$ cat src/rtl/timer_pkg.sv
// Shared state encoding for the countdown timer.
package timer_pkg;

  localparam int unsigned STATE_W = 2;

  typedef enum logic [STATE_W-1:0] {
    ST_IDLE    = 2'd0,
    ST_RUN     = 2'd1,
    ST_EXPIRED = 2'd2
  } state_t;

endpackage : timer_pkg

$ cat src/rtl/countdown_timer.sv
// Loadable down-counter driven by single-cycle tick enables, with a one-cycle
// done pulse on expiry and optional auto-reload from the last loaded value.
module countdown_timer
  import timer_pkg::*;
#(
  parameter int unsigned N      = 4,
  parameter int unsigned INIT   = (1 << N) - 1,
  parameter bit          RELOAD = 1'b0
) (
  input  logic         clk,
  input  logic         rst_n,
  input  logic         load,
  input  logic [N-1:0] D,
  input  logic         start,
  input  logic         pause,
  input  logic         tick,
  output logic [N-1:0] C,
  output logic         Z,
  output logic         done,
  output logic         busy
);

  localparam logic [N-1:0] INIT_V = N'(INIT);
  localparam logic [N-1:0] ONE_V  = N'(1);

  state_t       state;
  state_t       state_nxt;
  logic [N-1:0] r_q;
  logic [N-1:0] c_nxt;
  logic [N-1:0] r_nxt;
  logic         done_nxt;

  // State, count, reload value and done pulse registers
  always_ff @(posedge clk or negedge rst_n) begin
    if (!rst_n) begin
      state <= ST_IDLE;
      C     <= INIT_V;
      r_q   <= INIT_V;
      done  <= 1'b0;
    end else begin
      state <= state_nxt;
      C     <= c_nxt;
      r_q   <= r_nxt;
      done  <= done_nxt;
    end
  end

  // Next-state logic; priority is load > start > tick, pause gates ticks in RUN
  always_comb begin
    state_nxt = state;
    c_nxt     = C;
    r_nxt     = r_q;
    done_nxt  = 1'b0;

    if (load) begin
      c_nxt     = D;
      r_nxt     = D;
      state_nxt = ST_IDLE;
    end else begin
      unique case (state)
        ST_IDLE: begin
          if (start) begin
            if (C != '0) begin
              state_nxt = ST_RUN;
            end else begin
              state_nxt = ST_EXPIRED;
              done_nxt  = 1'b1;
            end
          end
        end

        ST_RUN: begin
          if (tick && !pause) begin
            if (C > ONE_V) begin
              c_nxt = C - ONE_V;
            end else if (C == ONE_V) begin
              done_nxt = 1'b1;
              if (RELOAD) begin
                // Reload of a zero value cannot keep running
                c_nxt     = r_q;
                state_nxt = (r_q == '0) ? ST_EXPIRED : ST_RUN;
              end else begin
                c_nxt     = '0;
                state_nxt = ST_EXPIRED;
              end
            end
          end
        end

        ST_EXPIRED: begin
          if (start) begin
            c_nxt = r_q;
            if (r_q != '0) begin
              state_nxt = ST_RUN;
            end else begin
              done_nxt = 1'b1;
            end
          end
        end

        default: begin
          state_nxt = ST_IDLE;
        end
      endcase
    end
  end

  assign Z    = (C == '0);
  assign busy = (state == ST_RUN);

endmodule : countdown_timer

$ cat config.mk
export PLATFORM = sky130hd
export DESIGN_NAME = countdown_timer
export DESIGN_NICKNAME = d
export VERILOG_FILES = /design/src/rtl/timer_pkg.sv /design/src/rtl/countdown_timer.sv
export SDC_FILE = /design/constraint.sdc
export NUM_CORES = 1
export LEC_CHECK = 0
export ABC_CLOCK_PERIOD_IN_PS = 3300
export CAP_MARGIN = 25
export CORE_ASPECT_RATIO = 1.1
export CORE_MARGIN = 1
export CORE_UTILIZATION = 40
export CTS_CLUSTER_SIZE = 20
export DETAILED_ROUTE_END_ITERATION = 8
export PLACE_DENSITY = 0.71
export SLEW_MARGIN = 0
export SYNTH_ARGS = -nofsm -noshare
export SYNTH_HDL_FRONTEND = slang
export SYNTH_SLANG_ARGS = --single-unit
$ cat constraint.sdc
create_clock -name clk -period 3.3 [get_ports clk]
set_input_delay 0.99 -clock clk [delete_from_list [all_inputs] [get_ports clk]]
set_output_delay 0.99 -clock clk [all_outputs]
set_load 0.01 [all_outputs]
**Word-level counts from Yosys, hierarchy flattened**

Index checks and enable logic that the tools add are counted.

- Logic and storage cells: 49
- Output and inout port bits: 7
- Register bits: 11
- Bits of input ports: 10

- Add/subtract/negate cells: 1
- Multiplexer cells: 24
- Equality and inequality tests: 10
- Reduce and logical (&&, ||, !) cells: 9
- Order comparisons: 1

Operator list:

| kind | count |
|---|---|
| $mux W4 | 5 |
| $mux W2 | 8 |
| $ne A3 B3 Y1 const B | 4 |
| $mux W1 | 8 |
| $pmux W4 S2 | 1 |
| $reduce_bool A4 Y1 | 2 |
| $ne A3 B2 Y1 const B | 2 |
| $pmux W2 S3 | 1 |
| $reduce_and A6 Y1 | 1 |
| $eq A4 B1 Y1 const B | 1 |
| $gt A4 B1 Y1 const B | 1 |
| $logic_not A4 Y1 | 1 |
| $ne A4 B2 Y1 const B | 1 |
| $reduce_and A4 Y1 | 1 |
| $sub A4 B1 Y4 const B | 1 |
| $pmux W1 S3 | 1 |
| $reduce_bool A3 Y1 | 1 |
| $eq A2 B1 Y1 const B | 1 |
| $eq A2 B2 Y1 const B | 1 |
| $logic_not A2 Y1 | 1 |
| $logic_and A1 B1 Y1 | 1 |
| $logic_not A1 Y1 | 1 |

**Depth between registers and ports, before layout**

Gate-level depths: netlist (run 1).

- Word-level depth: 6
- Gate-level depth with buffers: 6
- Mapped depth without buffers: 6

**Worst setup path after synthesis (run 1)**

No wires, ideal clock.

- Path type: flip-flop to output port
- Start: reg C[0]
- End: out Z
- Cell stages (with the launch flop): 4
- Buffers on the path: 0
- Required time: 2.310 ns
- Setup slack: 1.289 ns
- Arrival time: 1.021 ns
- Path through: dfstp_2 -> inv_1 -> ha_1 -> and2_1

- Longest elaborated chain between the ends: 1

RTL lines:

| what | line | source |
|---|---|---|
| start, declared | countdown_timer.sv:17 | `output logic [N-1:0] C,` |
| start signal, assigned | countdown_timer.sv:42 | `C <= c_nxt;` |
| $logic_not A4 Y1 | countdown_timer.sv:108 | `assign Z = (C == '0);` |
| end, declared | countdown_timer.sv:18 | `output logic Z,` |

No other way between the ends.

**Worst setup path after layout (run 1)**

Ends and elaborated chain as after synthesis.

==> results.py, run 1 <==
metrics = {
    "detailed_routing": {
        "dr.max_layer_used": "met4",
        "drt-met1-wl_um": 715,
        "via_per_inst": 5.762,
        "dr_wl_met3_um": 74,
        "vias": 605,
        "final_antenna_net_count": 0,
        "drt_iter0_drc": 17,
        "wl_per_cell_um": 14.06,
        "wl_um": 1476,
        "drc_errors": 0,
        "wl_met2_um": 660,
        "dr.pass1.iters": 4,
    },
    "cells_and_area": {
        "fin_nets": 101,
        "areaGrowthSynthToFinish_pct": 27.34,
        "fill_cells": 140,
        "register_area_um2": 285.3,
        "final_cells": 105,
        "layout-drive-gt1-share_pct": 23.86,
        "multi_input_area_um2": 395.4,
        "antennaDiodeCount": 0,
    },
    "floorplanning": {
        "row_count": 15,
        "die_w_um": 42.16,
        "dieArea_um2": 1946,
        "initial_core_util_pct": 43.95,
        "io_pins": 17,
        "core_area_um2": 1614,
        "die_y_um": 46.17,
    },
    "placement": {
        "port_buffers": 16,
        "routabilityCongestion": 0.8444,
        "placed_cells_incl_taps": 101,
        "place_hpwl_um": 1079,
    },
    "flow_run": {
        "drv_cap": 0,
    },
    "logic_synthesis": {
        "yosysMostFrequentCell": "dfstp_2",
        "synth_top_area_share_pct": 29.63,
        "async_flop_share_pct": 100.0,
        "syn_avg_cell_area_um2": 9.992,
        "syn_inst": 71,
        "syn-num-nets": 83,
        "yosys_warnings": 0,
        "synth_edf_count": 0,
        "synth.largest_area_cell": "dfstp_2",
        "synth.area.top_cells": "dfstp_2 30%, dfrtp_1 11%, mux2_2 4.8%",
        "synth_area_um2": 709.4,
        "ys_ff_latch": 11,
        "synth_ff_type": "dfstp_2",
        "ys_seq_area_share_pct": 40.21,
        "synthDistinctLibCells": 33,
        "yosys-top-cells-count": "8 x dfstp_2, 6 x a21oi_1, 6 x nand2_1",
    },
    "sta": {
        "maxSlewViolCount": 0,
        "worst_slew_pin_slew_ns": 0.7166,
        "layout_min_cycle_time_ns": 2.760,
        "rsz0062_at_grt": "false",
        "finalClockSkew_ns": 0.003315,
        "hold_viol_final": 0,
        "timing.fmax_mhz": 362.3,
        "max_slew_margin_pct": 52.13,
        "post-route-period-util_pct": 83.64,
        "setup_viol_count_final": 0,
        "final.setup.tns_ns": 0,
    },
    "clocking": {
        "cts-resized-gates": 0,
        "path_clk_slew_ns": 0.07,
        "worstSkewPairLatency_ns": 0.27,
        "h-tree-depth": 1,
        "cts_buffers": 3,
        "cts_hold_buf": 0,
        "cts_tree": "done",
        "cts_setup_buffers": 0,
        "cts_sinks": 11,
        "cts_max_path_buffers": 2,
        "ctsRootBufferMaster": "clkbuf_4",
    },
    "setup_path": {
        "cp_data_required_time_ns": 2.31,
        "crit_type": "flip-flop to output port",
        "critPathCaptureType": "output port",
        "cp.arrival_ns": 1.77,
        "r2r.worst_path.cells": 6,
        "crit_path_max_fanout": 6,
        "timing.critical_path.from_type": "flip-flop",
    },
    "outcome": {
        "status": "completed",
    },
    "power_and_ir_drop": {
        "clockPowerShare_pct": 20.9,
        "total_power_w": 0.0004470,
        "vdd_ir_drop_max_v": 0.0002656,
        "switchingPower_w": 0.0001465,
        "seqPwrFrac_pct": 42.3,
        "p_leak_nw": 0.3507,
        "p_int_w": 0.0003005,
        "cellPowerDensity_nw_per_um2": 494.8,
        "p_sw_share_pct": 32.77,
        "combinationalPowerShare_pct": 36.8,
    },
    "global_routing": {
        "grt_pass1_vias": 569,
        "grt.total_usage_pct": 17.81,
        "grt_max_degree": 18,
        "antenna_found_initial": 0,
        "grt_pass1_wl_um": 2477,
        "grt_overflow": 0,
    },
    "min_path": {
        "min_path_cells": 2,
        "holdCritPathClass": "flip-flop to flip-flop",
    },
}
[cells by family after synthesis]
kind of cell | after synthesis | share of synthesized area, %
buffers and inverters | 7 | 4.055
AND/OR/NAND/NOR | 26 | 22.75
multiplexers | 3 | 4.762
AO/OA/AOI/OAI | 22 | 24.69
adder cells (fa/ha/maj) | 2 | 3.527
flip-flops | 11 | 40.21
[cell usage in the layout, fill, tap and decap left out, types with 2 or more instances in the layout]
cell type / n
clkdlybuf4s50_1: 16
dfstp_2: 8
a21oi_1: 6
nand2_1: 6
inv_1: 4
nor2b_1: 4
nor2_1: 3
nand2b_1: 3
a211oi_1: 3
mux2_2: 3
clkbuf_4: 3
dfrtp_1: 3
a21o_1: 2
nand4b_1: 2
a22oi_1: 2
ha_1: 2
[sequential cells by signal (all words and copies together) (netlist names)]
name	cells
C	4
r_q	4
state	2
done	1
[layer usage]
layer | track usage (%) | vias up
met5 | 0 | -
met4 | 11.25 | 0
met3 | 3.922 | 4
met2 | 27.19 | 15
met1 | 23.23 | 287
li1 | - | 299
[worst paths after layout]
check | start | end | slack [ns]
hold reg to reg | r_q[3] | r_q[3] | 0.50
setup / recovery | C[0] | Z | 0.54
hold / removal | r_q[3] | r_q[3] | 0.50
setup reg to reg | C[1] | C[0] | 1.23
min in group asynchronous | rst_n | done | 1.05
max in group asynchronous | rst_n | C[0] | 1.90
[worst max-delay path, stage by stage, from the launching register on]
cell and delay (ns):
dfstp_2 0.56, inv_1 0.07, ha_1 0.25, and2_1 0.15, clkdlybuf4s50_1 0.47
[power groups by stage]
stage | clock network [W] | logic, W | registers (W)
5_1_grt | 0.000102 | 0.000179 | 0.000194
6_report | 0.0000934 | 0.000164 | 0.000189
4_1_cts | 0.0000962 | 0.000165 | 0.000190
2_1_floorplan | 0 | 0.0000963 | 0.000192
3_3_place_gp | 0 | 0.000162 | 0.000191
3_5_place_dp | 0 | 0.000163 | 0.000192
[final cells by class]
| type | count | area share (%) |
|---|---|---|
| clock buffers | 4 | 2.909 |
| well taps | 17 | 2.355 |
| flip-flops and latches | 11 | 31.58 |
| inverters | 4 | 1.662 |
| repair buffers | 16 | 17.73 |
| multi-input cells | 53 | 43.77 |
[metrics by stage]
stage	setup slack, ns	area (um^2)	hold WS (ns)	util (%)
final	0.5400	903.4	0.4994	55.97
after global routing	0.4709	903.4	0.5174	55.97
after CTS	0.5195	903.4	0.5049	55.97
after detailed placement	0.7319	877.1	0.4893	54.34
after global placement	0.7815	877.1	0.4934	54.34
after floorplan	1.289	709.4	0.4701	-
(Power assumes the default switching activity.)
==> run 2: changes to the inputs <==
Settings changed: ABC_CLOCK_PERIOD_IN_PS 3300 to 2300, PLACE_DENSITY 0.71 to 0.73.
Clock period 3.3 ns to 2.3 ns, I/O delays scaled along.
==> run 2 against run 1 <==
First-iteration DRC count down 5.9%. Combinational power rose by 45%. Cell area grew 2.1%. Cell count is 1.9% higher. Critical endpoint unchanged.
==> results.py, run 2 (synthesized netlist as in run 1, its figures left out) <==
metrics = {
    "power_and_ir_drop": {
        "total_power_w": 0.0006420,
        "cellPowerDensity_nw_per_um2": 696.2,
        "p_leak_nw": 0.3629,
        "vdd_ir_drop_max_v": 0.0003821,
    },
    "cells_and_area": {
        "final_cell_mix": "15 x clkdlybuf4s50_1, 8 x dfstp_2, 6 x a21oi_1, 6 x nand2_1",
        "layout-drive-gt1-share_pct": 27.78,
        "antennaDiodeCount": 0,
        "areaGrowthSynthToFinish_pct": 29.98,
        "reg_top3": "C x4, r_q x4, state x2",
        "fin_nets": 103,
        "final_common_cell": "clkdlybuf4s50_1",
    },
    "setup_path": {
        "r2r_start": "C[1]",
        "cp.arrival_ns": 1.51,
        "setup.worst_path.start": "C[0]",
        "path_cells": "inv_1 > ha_2 > and2_1 > dlygate4sd2_1",
        "crit_type": "flip-flop to output port",
        "timing.critical_path.from_type": "flip-flop",
        "cp_num_buf_inv": 2,
        "cp.depth": 4,
        "reg2reg_to": "C[0]",
        "crit_path_max_fanout": 6,
        "r2r_slack_ns": 0.23,
        "path_delay_family": "flip-flops",
        "cp_slowest_cell": "dfstp_2",
        "cp_data_required_time_ns": 1.61,
        "r2r.worst_path.cells": 6,
        "slowest_delay_ns": 0.56,
        "critPathCaptureType": "output port",
        "crit_end": "Z",
    },
    "clocking": {
        "cts_max_path_buffers": 2,
        "cts_buffers": 3,
        "ctsRootBufferMaster": "clkbuf_4",
        "path_clk_slew_ns": 0.07,
        "cts_tree": "done",
        "cts-resized-gates": 3,
        "h-tree-depth": 1,
        "worstSkewPairLatency_ns": 0.27,
        "cts_sinks": 11,
        "cts_hold_buf": 0,
        "cts_setup_buffers": 0,
    },
    "floorplanning": {
        "core_area_um2": 1614,
        "initial_core_util_pct": 43.95,
        "die_w_um": 42.16,
        "dieArea_um2": 1946,
        "die_y_um": 46.17,
        "row_count": 15,
        "io_pins": 17,
    },
    "detailed_routing": {
        "wl_per_cell_um": 13.64,
        "vias": 607,
        "via_per_inst": 5.673,
        "final_antenna_net_count": 0,
        "dr.pass1.iters": 4,
        "wl_um": 1459,
        "drc_errors": 0,
        "drt_iter0_drc": 16,
    },
    "flow_run": {
        "drv_cap": 0,
    },
    "sta": {
        "setup_viol_count_final": 0,
        "post-route-period-util_pct": 95.48,
        "worst_slew_pin_slew_ns": 0.6625,
        "hold_viol_final": 0,
        "max_slew_margin_pct": 55.74,
        "maxSlewViolCount": 0,
        "finalClockSkew_ns": 0.005323,
        "rsz0062_at_grt": "false",
        "final.setup.tns_ns": 0,
        "layout_min_cycle_time_ns": 2.196,
        "timing.fmax_mhz": 455.3,
    },
    "placement": {
        "place_hpwl_um": 1103,
        "routabilityCongestion": 0.8142,
        "port_buffers": 16,
    },
    "global_routing": {
        "grt_max_degree": 12,
        "grt_pass1_vias": 577,
        "antenna_found_initial": 0,
        "grt_overflow": 0,
        "grt_pass1_wl_um": 2546,
        "grt.total_usage_pct": 17.44,
    },
    "outcome": {
        "status": "completed",
    },
    "min_path": {
        "holdCritPathClass": "flip-flop to flip-flop",
    },
}
[run 2: where the power goes]
part           internal [W]  leakage, nW  switching, W
Clock             0.0000672       0.0150     0.0000639
Combinational      0.000128        0.223      0.000109
Sequential         0.000239        0.125     0.0000353
[run 2: tightest hold or removal path, stage by stage (launching register included)]
cell      delay (ns)
dfstp_2         0.37
nand2b_1        0.07
nand2_1         0.06
[run 2: layout make-up]
type                       count  area, um^2
fill                         152       691.9
multi-input combinational     53       400.4
sequential                    11       285.3
timing repair buffer          18       173.9
clock buffer                   4       26.28
tap                           17       21.27
inverter                       4       15.01
[run 2: layer usage]
layer	share of wire (%)	GRT usage, %	vias to the layer above
li1	-	-	302
met2	48	29.69	21
met1	45	22.38	281
met5	0	0	-
met4	1.3	5.625	0
met3	4.7	3.922	3
[run 2: through the flow]
| step | cell area (um^2) | std cells | hold slack (ns) | worst slack [ns] | utilization (%) |
|---|---|---|---|---|---|
| after CTS | 922.1 | 107 | 0.5037 | 0.09002 | 57.13 |
| final | 922.1 | 107 | 0.5005 | 0.1039 | 57.13 |
| after detailed placement | 892.1 | 103 | 0.4866 | 0.1357 | 55.27 |
| after floorplan | 709.4 | 71 | 0.3944 | 0.3446 | - |
| after global placement | 892.1 | 103 | 0.4932 | 0.1343 | 55.27 |
| after global routing | 922.1 | 107 | 0.5419 | 0.01888 | 57.13 |
[run 2: how the worst min path moves through the flow]
stage / end / depth (start not counted) / start / slack (ns)
2_1_floorplan: done / 0 / rst_n / 0.39
3_3_place_gp: r_q[3] / 2 / r_q[3] / 0.49
3_5_place_dp: C[1] / 2 / C[1] / 0.49
4_1_cts: C[1] / 2 / C[1] / 0.50
5_1_grt: r_q[3] / 2 / r_q[3] / 0.54
6_report: r_q[3] / 2 / r_q[3] / 0.50
